## config.mk

```make
export PLATFORM = sky130hd
export DESIGN_NAME = mem_access_stage_flat
export DESIGN_NICKNAME = d
export VERILOG_FILES = /design/src/rtl/mem_access_stage_if.sv /design/src/rtl/mem_access_stage.sv /design/src/flat_wrapper.sv
export SDC_FILE = /design/constraint.sdc
export NUM_CORES = 1
export LEC_CHECK = 0
export CAP_MARGIN = 20
export CORE_UTILIZATION = 25
export CTS_CLUSTER_SIZE = 20
export DETAILED_ROUTE_END_ITERATION = 10
export SLEW_MARGIN = 20
export SYNTH_ARGS = -nofsm -noshare
export SYNTH_HDL_FRONTEND = slang
export SYNTH_SLANG_ARGS = --single-unit
```

## constraint.sdc

```tcl
create_clock -name clk_i -period 8.31 [get_ports clk_i]
set_input_delay 2.0775 -clock clk_i [delete_from_list [all_inputs] [get_ports clk_i]]
set_output_delay 2.0775 -clock clk_i [all_outputs]
set_load 0.1 [all_outputs]
```

## src/rtl/mem_access_stage_if.sv

```systemverilog
// Data-memory port of the MEM stage.
// Handshake: the stage raises mem_req_o together with mem_we_o, mem_addr_o and
// mem_wdata_o, and holds all four stable until the memory returns a single-cycle
// mem_ack_i pulse (with mem_rdata_i valid in that same cycle for reads). The
// stage may also abandon a request after a timeout. An ack while no request is
// outstanding is ignored.
interface mem_access_stage_if #(
    parameter int ADDR_W = 32
);
    logic              mem_req_o;
    logic              mem_we_o;
    logic [ADDR_W-1:0] mem_addr_o;
    logic [31:0]       mem_wdata_o;
    logic              mem_ack_i;
    logic [31:0]       mem_rdata_i;

    modport master (
        output mem_req_o,
        output mem_we_o,
        output mem_addr_o,
        output mem_wdata_o,
        input  mem_ack_i,
        input  mem_rdata_i
    );

    modport slave (
        input  mem_req_o,
        input  mem_we_o,
        input  mem_addr_o,
        input  mem_wdata_o,
        output mem_ack_i,
        output mem_rdata_i
    );
endinterface

```

## src/rtl/mem_access_stage.sv

```systemverilog
// MEM stage: turns EX/MEM load/store control into a req/ack memory transaction,
// stalls upstream while it is outstanding, and registers the MEM/WB bundle with
// bubbles during the stall and an error pulse for misaligned or timed-out accesses.
module mem_access_stage #(
    parameter int ADDR_W  = 32,
    parameter int TIMEOUT = 16
) (
    input  logic        clk_i,
    input  logic        rst_i,
    input  logic [31:0] ALUResult_i,
    input  logic [31:0] RDData_i,
    input  logic [4:0]  RDaddr_i,
    input  logic        RegWrite_i,
    input  logic        MemToReg_i,
    input  logic        MemWrite_i,
    output logic        stall_o,
    mem_access_stage_if.master mem_if,
    output logic        RegWrite_o,
    output logic        MemToReg_o,
    output logic [31:0] ALUResult_o,
    output logic [31:0] MemData_o,
    output logic [4:0]  RDaddr_o,
    output logic        err_o
);
    localparam int CNT_W = (TIMEOUT > 2) ? $clog2(TIMEOUT) : 1;

    typedef enum logic [0:0] {S_IDLE, S_WAIT} state_t;

    state_t            state_q, state_d;
    logic [CNT_W-1:0]  cnt_q, cnt_d;
    logic              req_q, req_d;
    logic              we_q, we_d;
    logic [ADDR_W-1:0] addr_q, addr_d;
    logic [31:0]       wdata_q, wdata_d;
    // Instruction parked while its memory access is in flight
    logic [4:0]        lat_rd_q, lat_rd_d;
    logic              lat_rw_q, lat_rw_d;
    logic              lat_m2r_q, lat_m2r_d;
    logic [31:0]       lat_alu_q, lat_alu_d;
    // MEM/WB register
    logic              rw_q, rw_d;
    logic              m2r_q, m2r_d;
    logic [31:0]       alu_q, alu_d;
    logic [31:0]       md_q, md_d;
    logic [4:0]        rd_q, rd_d;
    logic              err_q, err_d;

    logic access, misaligned, timeout_hit, stall;

    assign access      = MemToReg_i | MemWrite_i;
    assign misaligned  = access & (ALUResult_i[1:0] != 2'b00);
    assign timeout_hit = (cnt_q == CNT_W'(TIMEOUT - 1));

    // Next-state, memory-port and MEM/WB update decisions
    always_comb begin
        state_d   = state_q;
        cnt_d     = cnt_q;
        req_d     = req_q;
        we_d      = we_q;
        addr_d    = addr_q;
        wdata_d   = wdata_q;
        lat_rd_d  = lat_rd_q;
        lat_rw_d  = lat_rw_q;
        lat_m2r_d = lat_m2r_q;
        lat_alu_d = lat_alu_q;
        rw_d      = rw_q;
        m2r_d     = m2r_q;
        alu_d     = alu_q;
        md_d      = md_q;
        rd_d      = rd_q;
        err_d     = 1'b0;
        stall     = 1'b0;
        case (state_q)
            S_IDLE: begin
                if (access && !misaligned) begin
                    stall     = 1'b1;
                    state_d   = S_WAIT;
                    cnt_d     = '0;
                    req_d     = 1'b1;
                    we_d      = MemWrite_i;
                    addr_d    = {ALUResult_i[ADDR_W-1:2], 2'b00};
                    wdata_d   = RDData_i;
                    lat_rd_d  = RDaddr_i;
                    lat_rw_d  = RegWrite_i;
                    // a load that is also flagged as a store is a store
                    lat_m2r_d = MemToReg_i & ~MemWrite_i;
                    lat_alu_d = ALUResult_i;
                    rw_d      = 1'b0;
                    m2r_d     = 1'b0;
                end else if (misaligned) begin
                    rw_d  = 1'b0;
                    m2r_d = 1'b0;
                    rd_d  = RDaddr_i;
                    alu_d = ALUResult_i;
                    err_d = 1'b1;
                end else begin
                    rw_d  = RegWrite_i;
                    m2r_d = MemToReg_i;
                    rd_d  = RDaddr_i;
                    alu_d = ALUResult_i;
                end
            end
            S_WAIT: begin
                rd_d  = rd_q;
                if (mem_if.mem_ack_i) begin
                    state_d = S_IDLE;
                    req_d   = 1'b0;
                    rw_d    = lat_rw_q;
                    m2r_d   = lat_m2r_q;
                    rd_d    = lat_rd_q;
                    alu_d   = lat_alu_q;
                    if (lat_m2r_q) begin
                        md_d = mem_if.mem_rdata_i;
                    end
                end else if (timeout_hit) begin
                    state_d = S_IDLE;
                    req_d   = 1'b0;
                    rw_d    = 1'b0;
                    m2r_d   = 1'b0;
                    rd_d    = lat_rd_q;
                    alu_d   = lat_alu_q;
                    err_d   = 1'b1;
                end else begin
                    stall = 1'b1;
                    cnt_d = cnt_q + CNT_W'(1);
                    rw_d  = 1'b0;
                    m2r_d = 1'b0;
                end
            end
            default: begin
                state_d = S_IDLE;
            end
        endcase
    end

    // State, memory-port and MEM/WB registers; reset abandons any transaction
    always_ff @(posedge clk_i or posedge rst_i) begin
        if (rst_i) begin
            state_q   <= S_IDLE;
            cnt_q     <= '0;
            req_q     <= 1'b0;
            we_q      <= 1'b0;
            addr_q    <= '0;
            wdata_q   <= '0;
            lat_rd_q  <= '0;
            lat_rw_q  <= 1'b0;
            lat_m2r_q <= 1'b0;
            lat_alu_q <= '0;
            rw_q      <= 1'b0;
            m2r_q     <= 1'b0;
            alu_q     <= '0;
            md_q      <= '0;
            rd_q      <= '0;
            err_q     <= 1'b0;
        end else begin
            state_q   <= state_d;
            cnt_q     <= cnt_d;
            req_q     <= req_d;
            we_q      <= we_d;
            addr_q    <= addr_d;
            wdata_q   <= wdata_d;
            lat_rd_q  <= lat_rd_d;
            lat_rw_q  <= lat_rw_d;
            lat_m2r_q <= lat_m2r_d;
            lat_alu_q <= lat_alu_d;
            rw_q      <= rw_d;
            m2r_q     <= m2r_d;
            alu_q     <= alu_d;
            md_q      <= md_d;
            rd_q      <= rd_d;
            err_q     <= err_d;
        end
    end

    // Upstream must not be frozen while the stage itself is held in reset
    assign stall_o = stall & ~rst_i;

    assign mem_if.mem_req_o   = req_q;
    assign mem_if.mem_we_o    = we_q;
    assign mem_if.mem_addr_o  = addr_q;
    assign mem_if.mem_wdata_o = wdata_q;

    assign RegWrite_o  = rw_q;
    assign MemToReg_o  = m2r_q;
    assign ALUResult_o = alu_q;
    assign MemData_o   = md_q;
    assign RDaddr_o    = rd_q;
    assign err_o       = err_q;
endmodule

```

## src/flat_wrapper.sv

```systemverilog
// flat-port wrapper written by rule: the top's interface ports become plain ports
module mem_access_stage_flat 
#(
    parameter int ADDR_W  = 32,
    parameter int TIMEOUT = 16
)
  (clk_i, rst_i, ALUResult_i, RDData_i, RDaddr_i, RegWrite_i, MemToReg_i, MemWrite_i, stall_o, RegWrite_o, MemToReg_o, ALUResult_o, MemData_o, RDaddr_o, err_o, mem_if_mem_req_o, mem_if_mem_we_o, mem_if_mem_addr_o, mem_if_mem_wdata_o, mem_if_mem_ack_i, mem_if_mem_rdata_i);
  mem_access_stage_if #(.ADDR_W(ADDR_W)) mem_if_i ();
  input  logic clk_i;
  input  logic rst_i;
  input  logic [31:0] ALUResult_i;
  input  logic [31:0] RDData_i;
  input  logic [4:0] RDaddr_i;
  input  logic RegWrite_i;
  input  logic MemToReg_i;
  input  logic MemWrite_i;
  output logic stall_o;
  output logic RegWrite_o;
  output logic MemToReg_o;
  output logic [31:0] ALUResult_o;
  output logic [31:0] MemData_o;
  output logic [4:0] RDaddr_o;
  output logic err_o;
  output wire logic [$bits(mem_if_i.mem_req_o)-1:0] mem_if_mem_req_o;
  output wire logic [$bits(mem_if_i.mem_we_o)-1:0] mem_if_mem_we_o;
  output wire logic [$bits(mem_if_i.mem_addr_o)-1:0] mem_if_mem_addr_o;
  output wire logic [$bits(mem_if_i.mem_wdata_o)-1:0] mem_if_mem_wdata_o;
  input wire logic [$bits(mem_if_i.mem_ack_i)-1:0] mem_if_mem_ack_i;
  input wire logic [$bits(mem_if_i.mem_rdata_i)-1:0] mem_if_mem_rdata_i;
  assign mem_if_mem_req_o = mem_if_i.mem_req_o;
  assign mem_if_mem_we_o = mem_if_i.mem_we_o;
  assign mem_if_mem_addr_o = mem_if_i.mem_addr_o;
  assign mem_if_mem_wdata_o = mem_if_i.mem_wdata_o;
  assign mem_if_i.mem_ack_i = mem_if_mem_ack_i;
  assign mem_if_i.mem_rdata_i = mem_if_mem_rdata_i;
  mem_access_stage #(.ADDR_W(ADDR_W), .TIMEOUT(TIMEOUT)) u_core (.clk_i(clk_i), .rst_i(rst_i), .ALUResult_i(ALUResult_i), .RDData_i(RDData_i), .RDaddr_i(RDaddr_i), .RegWrite_i(RegWrite_i), .MemToReg_i(MemToReg_i), .MemWrite_i(MemWrite_i), .stall_o(stall_o), .mem_if(mem_if_i), .RegWrite_o(RegWrite_o), .MemToReg_o(MemToReg_o), .ALUResult_o(ALUResult_o), .MemData_o(MemData_o), .RDaddr_o(RDaddr_o), .err_o(err_o));
endmodule
```

==> reports/results.txt, run 1 <==
root buffer cell -> clkbuf_16
CP Launch Type -> primary input
Final #Nets -> 856
RSZ-0062 raised after global routing -> no
routed vias -> 5231
Cell Rows -> 59
share of the clock period used by the worst path -> 0.787
I/O pins -> 246
effective utilization at floorplan -> 0.255
Post-synth EDFFs -> 0
post-synthesis simple-gate area fraction -> 0.0957
Slew headroom -> 0.295
Setup Buffers After CTS -> 0
maximum vdd drop -> 241 uV
first-pass GRT wire length -> 31000 um
Num CTS Buffers -> 17
CTS clk-pin slew, worst paths -> 0.07 ns
CTS max path bufs -> 2
die width -> 165 um
Async SR Flop Fraction -> 1.00
Mapped Cells -> 552
CTS Sinks -> 150
Worst R2R Path Depth -> 5
layout cells sized above 1 -> 0.181
final wirelength -> 20100 um
vias in the first global route -> 5409
largest family of logic cells by synthesized area -> multiplexers
Seq cells post-synth -> 150
worst hold margin -> 0.488 ns
Critical Path Fanout Max -> 40
outcome -> finished with violations
Die Ht -> 165 um
antenna violations before repair -> 0
Setup violations, final -> 0
Worst Skew -> 0.00932 ns
Layout Cells excl Fill -> 1096
FMAX -> 153 MHz
wire length per cell -> 18.4 um
total track usage -> 0.150
Adder-Cell Fraction of Synth Area -> 0.00188
Synth Area per Inst -> 12.1 um^2
Inst Count DP -> 1064
pwr dens -> 389 nW/um^2
WHS Path Cells -> 1
max-cap viol count -> 0
CP endpoint kind -> output pin
DRT iter0 DRCs -> 386
mux contribution to synthesized area -> 0.177
Tmin final -> 6.54 ns
Post-Syn Area -> 6670 um^2
die area -> 27300 um^2
CTS H-Tree Depth -> 4
dpl hpwl -> 13100 um
top-area cell type share of the netlist area -> 0.563
pin count of the biggest net entering global routing -> 66
# fillers -> 2568
Final Hold Vio Count -> 0
Worst-Margin Slew -> 1.05 ns
WP data arrival -> 4.46 ns
# diodes -> 0
crit path kind -> primary input to output pin
Hold Crit Class -> flop to flop
top cells by area, synth -> dfrtp_1 56%, mux2_2 14%, nor3_1 5.3%, a311oi_1 4.9%, buf_4 3.6%
CTS tree -> built
Main synth FF type -> dfrtp_1
Lkg Pwr -> 3.80 nW
core area -> 26100 um^2
Synth Area in Compound Gates -> 0.0871
P&R area growth vs syn -> 46.4%
most area-hungry cell type in the Yosys netlist -> dfrtp_1
hold buffer count at cts -> 0
routability cong. -> 0.702
# port buffers -> 243
Synth Area in XOR/XNOR -> 0
GR Overflow Total -> 0
post-synth cell types -> 33
Total Neg Setup Slack -> 0 ns
critical path data required time -> 6.23 ns
Pre-antenna DRT Iters -> 7
Worst-Skew Late Latency -> 0.42 ns
YS warnings -> 0
Detail Route Antenna Nets -> 0
failing checks -> design-rule violations
number of remaining DRC errors -> 30
post_cts resized -> 0
via/cell ratio -> 4.77
Final Max Tran Viols -> 0
register area share after synthesis -> 0.563
[worst paths after layout]
check                                        startpoint                      endpoint  slack, ns
setup / recovery                       mem_if_mem_ack_i                       stall_o       1.77
hold / removal             u_core.mem_if.mem_wdata_o[1]  u_core.mem_if.mem_wdata_o[1]       0.49
setup reg to reg                        u_core.cnt_q[0]        u_core.ALUResult_o[30]       6.06
hold reg to reg            u_core.mem_if.mem_wdata_o[1]  u_core.mem_if.mem_wdata_o[1]       0.49
max in group asynchronous                         rst_i          u_core.lat_alu_q[24]       5.13
min in group asynchronous                         rst_i          u_core.MemData_o[29]       1.99
[cell type report]
class | instances | area, um^2 | area share
clock buffer | 18 | 429 | 0.0439
clock inverter | 14 | 166 | 0.0170
inverter | 10 | 42.5 | 0.00436
multi-input combinational | 316 | 2450 | 0.251
sequential | 150 | 3750 | 0.384
tap | 335 | 419 | 0.0429
timing repair buffer | 253 | 2500 | 0.257
[metal layers]
layer / global-route usage / vias to the layer above / routed length [um]
li1: - / 2392 / -
met1: 0.188 / 2589 / 8660
met4: 0.0500 / 0 / 204
met5: 0 / - / 0
met2: 0.232 / 237 / 9000
met3: 0.0627 / 13 / 2270
[report_power, final]
group          internal (mW)  switching (mW)  leakage (nW)
clock                  0.452           0.345         0.282
combinational          0.465            1.50          1.74
sequential             0.912           0.117          1.78
total                   1.83            1.97          3.80
[cells in the final DEF, fill, tap and decap left out, types with 3 or more instances in the layout]
cell             instances
inv_6                    5
a311oi_1                37
clkinvlp_4               3
or2_2                    3
mux2_1                  16
mux2i_1                  4
inv_1                    8
clkdlybuf4s50_1        242
nor3_1                  70
o21ai_0                 37
clkbuf_16               17
o32ai_1                  3
nor2b_1                  3
mux2_2                  85
nand3_1                 38
buf_4                   11
dfrtp_1                150
a21oi_1                  3
clkinv_4                 3
nand2_1                  3
[flip-flops by register name (all words and copies together) (netlist names)]
signal,count
u_core.lat_rd_q,5
u_core.cnt_q,4
u_core.err_o,1
u_core.ALUResult_o,32
u_core.mem_if.mem_wdata_o,32
u_core.mem_if.mem_addr_o,1
u_core.RDaddr_o,5
u_core.mem_if.mem_we_o,1
u_core.lat_rw_q,1
u_core.lat_alu_q,31
u_core.lat_m2r_q,1
u_core.MemToReg_o,1
u_core.state_q,1
u_core.mem_if.mem_req_o,1
u_core.MemData_o,32
u_core.RegWrite_o,1
[through the flow]
| stage | power [mW] | util | setup slack (ns) | cell area (um^2) |
|---|---|---|---|---|
| CTS | 3.84 | 0.374 | 1.76 | 9770 |
| floorplan | 2.57 | - | 0.00239 | 6670 |
| global route | 3.94 | 0.374 | 1.62 | 9770 |
| detailed placement | 3.02 | 0.351 | 1.75 | 9170 |
| global placement | 3.01 | 0.351 | 1.80 | 9170 |
| finish | 3.80 | 0.374 | 1.77 | 9770 |
[kinds of logic (layout without fill, tap and decap cells)]
logic type / Yosys count / count (layout)
mux: 105 / 105
flops: 150 / 150
compound gates: 84 / 84
simple gates: 124 / 124
buf+inv: 87 / 295
other cells: 1 / 2
fa+ha+maj: 1 / 1
[Yosys cell counts (4+ instances only)]
cell type	count
dfrtp_1	150
mux2_2	85
nor3_1	70
nand3_1	38
a311oi_1	37
o21ai_0	37
buf_4	32
clkbuf_1	31
mux2_1	16
inv_1	9
buf_6	7
buf_1	4
mux2i_1	4
[worst max-delay path, cell delays in order]
cell	delay (ns)
clkdlybuf4s50_1	0.53
nand2b_2	0.73
o32ai_1	0.57
and2_1	0.24
buf_4	0.30
Power figures use the tool's default switching activity.
==> run 2, diff against run 1 <==
clock period = 6.6 ns   (was 8.31 ns; I/O delays follow)
==> run 2 against run 1 <==
The run still ends with design-rule violations left; clock skew grew 0.0019 ns; clock power grew 23%; worst hold slack lost 0.0021 ns; highest routed layer unchanged; largest power group unchanged.
==> reports/results.txt, run 2 (same netlist as run 1, synthesis figures left out) <==
outcome -> finished with violations (unchanged)
failing checks -> design-rule violations (unchanged)
pin count of the biggest net entering global routing -> 71 (was 66)
Detail Route Antenna Nets -> 0 (unchanged)
CTS tree -> built (unchanged)
layout cells sized above 1 -> 0.181 (unchanged)
CTS H-Tree Depth -> 4 (unchanged)
Worst path top cell family by delay -> buffers and inverters (was simple AND/OR/NAND/NOR gates)
maximum vdd drop -> 335 uV (was 241 uV)
sum of buffers and inverters on the critical path -> 2 (unchanged)
wire length per cell -> 18.5 um (was 18.4 um)
share of the clock period used by the worst path -> 0.781
CP Launch Type -> primary input (unchanged)
Final Max Tran Viols -> 0 (unchanged)
Num CTS Buffers -> 17 (unchanged)
fin area -> 9780 um^2 (was 9770 um^2)
Total Neg Setup Slack -> 0 ns (unchanged)
CP startpoint -> ALUResult_i[0] (was mem_if_mem_ack_i)
Worst-Margin Slew -> 1.16 ns (was 1.05 ns)
Cell Rows -> 59 (unchanged)
Slew headroom -> 0.228 (was 0.295)
final wirelength -> 20200 um (was 20100 um)
DRT iter0 DRCs -> 389 (was 386)
die area -> 27300 um^2 (unchanged)
routability cong. -> 0.729 (was 0.702)
antenna violations before repair -> 0 (unchanged)
reg2reg start -> u_core.cnt_q[0] (unchanged)
I/O pins -> 246 (unchanged)
first-pass GRT wire length -> 31300 um (was 31000 um)
# diodes -> 0 (unchanged)
Critical Path Fanout Max -> 5 (was 40)
r2r setup slk -> 4.32 ns (was 6.06 ns)
max-cap viol count -> 0 (unchanged)
hold buffer count at cts -> 0 (unchanged)
Final Hold Vio Count -> 0 (unchanged)
WP data arrival -> 3.51 ns (was 4.46 ns)
CTS Sinks -> 150 (unchanged)
Die Ht -> 165 um (unchanged)
number of remaining DRC errors -> 30 (unchanged)
Tmin final -> 5.16 ns
CTS clk-pin slew, worst paths -> 0.07 ns (about the same)
effective utilization at floorplan -> 0.255 (unchanged)
# port buffers -> 243 (unchanged)
Final #Nets -> 856 (unchanged)
dpl hpwl -> 13100 um (about the same)
Lkg Pwr -> 3.81 nW (was 3.80 nW)
slowest CP cell -> o32ai_1 (was nand2b_2)
critical path data required time -> 4.95 ns (was 6.23 ns)
vias in the first global route -> 5496 (was 5409)
Hold Crit Class -> flop to flop (unchanged)
FMAX -> 194 MHz
most crowded layer after global routing -> met2 (unchanged)
CTS max path bufs -> 2 (unchanged)
Pre-antenna DRT Iters -> 8 (was 7)
RSZ-0062 raised after global routing -> no (unchanged)
die width -> 165 um (unchanged)
CP endpoint kind -> output pin (unchanged)
Layout Utilization -> 0.374 (about the same)
terminus of the critical flop-to-flop path -> u_core.ALUResult_o[30] (unchanged)
WP depth -> 5 (unchanged)
met3 global-route usage -> 0.0642 (was 0.0627)
most frequent cells in the layout -> 242 x clkdlybuf4s50_1, 150 x dfrtp_1, 85 x mux2_2 (unchanged)
crit-path cells -> clkdlybuf4s50_1, or2_1, o32ai_1, and2_1, buf_12 (was clkdlybuf4s50_1, nand2b_2, o32ai_1, and2_1, buf_4)
crit path kind -> primary input to output pin (unchanged)
Worst R2R Path Depth -> 5 (unchanged)
Slowest Stage Delay on Critical Path -> 0.53 ns (was 0.73 ns)
Setup crit end -> stall_o (unchanged)
post_cts resized -> 0 (unchanged)
total track usage -> 0.153 (was 0.150)
Setup Buffers After CTS -> 0 (unchanged)
root buffer cell -> clkbuf_16 (unchanged)
Worst Skew -> 0.0112 ns (was 0.00932 ns)
GR Overflow Total -> 0 (unchanged)
Worst-Skew Late Latency -> 0.42 ns (about the same)
P&R area growth vs syn -> 46.6% (was 46.4%)
met2 usage -> 0.242 (was 0.232)
met1 Usage GRT -> 0.191 (was 0.188)
routed vias -> 5304 (was 5231)
Placed Area -> 9180 um^2 (was 9170 um^2)
pwr dens -> 487 nW/um^2 (was 389 nW/um^2)
Setup violations, final -> 0 (unchanged)
via/cell ratio -> 4.84 (was 4.77)
core area -> 26100 um^2 (unchanged)
commonest non-fill, non-tap cell in the layout -> clkdlybuf4s50_1 (unchanged)
==> run 2: power breakdown <==
part / switching [mW] / leakage (nW) / internal (mW)
registers: 0.150 / 1.78 / 1.15
clock network: 0.463 / 0.294 / 0.521
logic: 1.89 / 1.73 / 0.585
total: 2.51 / 3.81 / 2.25
==> run 2: layer usage <==
layer,vias to the layer above,wire length (um)
li1,2387,-
met1,2652,8640
met2,252,9270
met3,13,2170
met4,0,157
met5,-,0
==> run 2: worst min path at each step <==
stage | depth (start not counted) | end | from | slack, ns
2_1_floorplan | 1 | u_core.lat_rw_q | u_core.lat_rw_q | 0.46
3_3_place_gp | 1 | u_core.mem_if.mem_wdata_o[4] | u_core.mem_if.mem_wdata_o[4] | 0.47
3_5_place_dp | 1 | u_core.mem_if.mem_wdata_o[0] | u_core.mem_if.mem_wdata_o[0] | 0.48
4_1_cts | 1 | u_core.mem_if.mem_wdata_o[0] | u_core.mem_if.mem_wdata_o[0] | 0.49
5_1_grt | 1 | u_core.mem_if.mem_wdata_o[1] | u_core.mem_if.mem_wdata_o[1] | 0.51
6_report | 1 | u_core.mem_if.mem_wdata_o[0] | u_core.mem_if.mem_wdata_o[0] | 0.49
==> run 2: stage by stage <==
| stage | setup WS (ns) | power [mW] | instances | hold slack [ns] |
|---|---|---|---|---|
| floorplan | 0.327 | 3.24 | 553 | 0.459 |
| global placement | 1.44 | 3.79 | 1064 | 0.469 |
| detailed placement | 1.41 | 3.80 | 1064 | 0.476 |
| CTS | 1.39 | 4.82 | 1096 | 0.493 |
| global route | 1.32 | 4.94 | 1096 | 0.509 |
| finish | 1.44 | 4.76 | 1096 | 0.486 |
==> run 2: final cells by class <==
cell class	instances	area [um^2]
Clock buffer	18	439
Clock inverter	14	158
Fill cell	2598	16400
Inverter	10	41.3
Multi-Input combinational cell	316	2450
Sequential cell	150	3750
Tap cell	335	419
Timing Repair Buffer	253	2520
==> run 3, diff against run 2 <==
clock period = 4.15 ns   (was 6.6 ns; I/O delays follow)
==> run 3 against run 2 <==
The flow still finishes with violations (design-rule violations); sequential power increased by 59%; largest cell class unchanged; critical endpoint unchanged; die area unchanged; cell area increased by 1.3%; critical path type unchanged.
==> reports/results.txt, run 3 (same netlist as run 1, synthesis figures left out) <==
wire length per cell -> 18.4 um (was 18.5 um)
maximum vdd drop -> 459 uV (was 335 uV)
pin count of the biggest net entering global routing -> 151 (was 71)
Layout Utilization -> 0.379 (was 0.374)
dpl hpwl -> 13300 um (was 13100 um)
CTS max path bufs -> 2 (unchanged)
Layout Cells excl Fill -> 1103 (was 1096)
layout cells sized above 1 -> 0.189 (was 0.181)
critical path data required time -> 3.11 ns (was 4.95 ns)
final wirelength -> 20300 um (was 20200 um)
# port buffers -> 243 (unchanged)
antenna violations before repair -> 0 (unchanged)
Worst-Skew Late Latency -> 0.42 ns (about the same)
outcome -> finished with violations (unchanged)
slowest CP cell -> clkdlybuf4s50_1 (was o32ai_1)
share of the clock period used by the worst path -> 0.892
first-pass GRT wire length -> 31500 um (was 31300 um)
CP Launch Type -> primary input (unchanged)
GR Overflow Total -> 0 (unchanged)
Die Ht -> 165 um (unchanged)
CTS clk-pin slew, worst paths -> 0.06 ns (was 0.07 ns)
failing checks -> design-rule violations (unchanged)
total track usage -> 0.152 (was 0.153)
number of remaining DRC errors -> 30 (unchanged)
Lkg Pwr -> 3.87 nW (was 3.81 nW)
Slowest Stage Delay on Critical Path -> 0.54 ns (was 0.53 ns)
CP endpoint kind -> output pin (unchanged)
pwr dens -> 777 nW/um^2 (was 487 nW/um^2)
max-cap viol count -> 0 (unchanged)
r2r setup slk -> 2.05 ns (was 4.32 ns)
via/cell ratio -> 4.82 (was 4.84)
WHS Path Cells -> 1 (unchanged)
Worst Setup Slack, final -> 0.450 ns (was 1.44 ns)
routed vias -> 5321 (was 5304)
Detail Route Antenna Nets -> 0 (unchanged)
Critical Path Fanout Max -> 4 (was 5)
hold path start -> u_core.mem_if.mem_wdata_o[4] (was u_core.mem_if.mem_wdata_o[0])
Final #Nets -> 864 (was 856)
# diodes -> 0 (unchanged)
die area -> 27300 um^2 (unchanged)
P&R area growth vs syn -> 48.5% (was 46.6%)
most frequent cells in the layout -> 242 x clkdlybuf4s50_1, 150 x dfrtp_1, 85 x mux2_2 (unchanged)
Setup Buffers After CTS -> 0 (unchanged)
crit-path cells -> clkdlybuf4s50_1, or2_1, o32ai_1, and2_1, buf_12 (unchanged)
Slew headroom -> 0.286 (was 0.228)
post_cts resized -> 0 (unchanged)
Worst-Margin Slew -> 1.07 ns (was 1.16 ns)
Final Max Tran Viols -> 0 (unchanged)
Worst Skew -> 0.0138 ns (was 0.0112 ns)
reg2reg start -> u_core.state_q (was u_core.cnt_q[0])
Worst R2R Path Depth -> 4 (was 5)
Hold Crit Class -> flop to flop (unchanged)
Tmin final -> 3.70 ns
FMAX -> 270 MHz
die width -> 165 um (unchanged)
Setup violations, final -> 0 (unchanged)
effective utilization at floorplan -> 0.255 (unchanged)
core area -> 26100 um^2 (unchanged)
I/O pins -> 246 (unchanged)
vias in the first global route -> 5468 (was 5496)
Total Neg Setup Slack -> 0 ns (unchanged)
RSZ-0062 raised after global routing -> no (unchanged)
DRT iter0 DRCs -> 306 (was 389)
Power, Total -> 7.69 mW (was 4.76 mW)
hold path endpoint -> u_core.mem_if.mem_wdata_o[4] (was u_core.mem_if.mem_wdata_o[0])
commonest non-fill, non-tap cell in the layout -> clkdlybuf4s50_1 (unchanged)
Final Hold Vio Count -> 0 (unchanged)
Pre-antenna DRT Iters -> 7 (was 8)
routability cong. -> 0.737 (was 0.729)
Cell Rows -> 59 (unchanged)
CTS Sinks -> 150 (unchanged)
Place WS -> 0.393 ns (was 1.41 ns)
crit path kind -> primary input to output pin (unchanged)
root buffer cell -> clkbuf_16 (unchanged)
CTS tree -> built (unchanged)
Inst Count DP -> 1072 (was 1064)
terminus of the critical flop-to-flop path -> u_core.ALUResult_o[2] (was u_core.ALUResult_o[30])
CTS H-Tree Depth -> 4 (unchanged)
hold buffer count at cts -> 0 (unchanged)
Num CTS Buffers -> 17 (unchanged)
WP data arrival -> 2.66 ns (was 3.51 ns)
-- run 3: changes by cell type in the layout (fill, tap and decap cells not counted), sizes merged --
| cell | before | now |
|---|---|---|
| clkinv | 5 | 2 |
| clkbuf | 18 | 17 |
| inv | 18 | 17 |
| clkinvlp | 1 | 2 |
| bufinv | 0 | 3 |
| buf | 11 | 19 |
-- run 3: worst max-delay path by stage --
stage,startpoint,endpoint,slack (ns),depth (start not counted)
floorplan,rst_i,stall_o,-0.90,2
global placement,ALUResult_i[0],stall_o,0.41,5
detailed placement,ALUResult_i[0],stall_o,0.39,5
CTS,ALUResult_i[0],stall_o,0.39,5
global route,ALUResult_i[0],stall_o,0.33,5
finish,ALUResult_i[0],stall_o,0.45,5
-- run 3: routing by layer --
metal / track usage / up-vias / wire length, um
met4: 0.0384 / 0 / 156
met5: 0 / - / 0
met1: 0.195 / 2675 / 8920
met3: 0.0649 / 8 / 2250
li1: - / 2409 / -
met2: 0.235 / 229 / 9010
-- run 3: metrics by stage --
stage	hold slack, ns	cell area, um^2
global route	0.511	9910
detailed placement	0.478	9290
floorplan	0.459	6680
global placement	0.469	9290
finish	0.490	9910
CTS	0.495	9910
-- run 3: worst max-delay path, delay by kind of cell --
kind / cells / cell delay [ns]
buffers and inverters: 2 / 0.72
and+or+nand+nor: 2 / 0.56
AOI/OAI and AO/OA: 1 / 0.33
-- run 3: power by group --
part           switching, mW  internal, mW
Combinational           3.01         0.942
Clock                  0.704         0.967
Sequential             0.240          1.83
-- run 3: layout make-up --
class	count	area [um^2]
clock buffers	17	425
well taps	335	419
clock inverters	14	189
flip-flops and latches	150	3750
repair buffers	261	2630
inverters	10	41.3
multi-input cells	316	2450
fillers	2624	16200
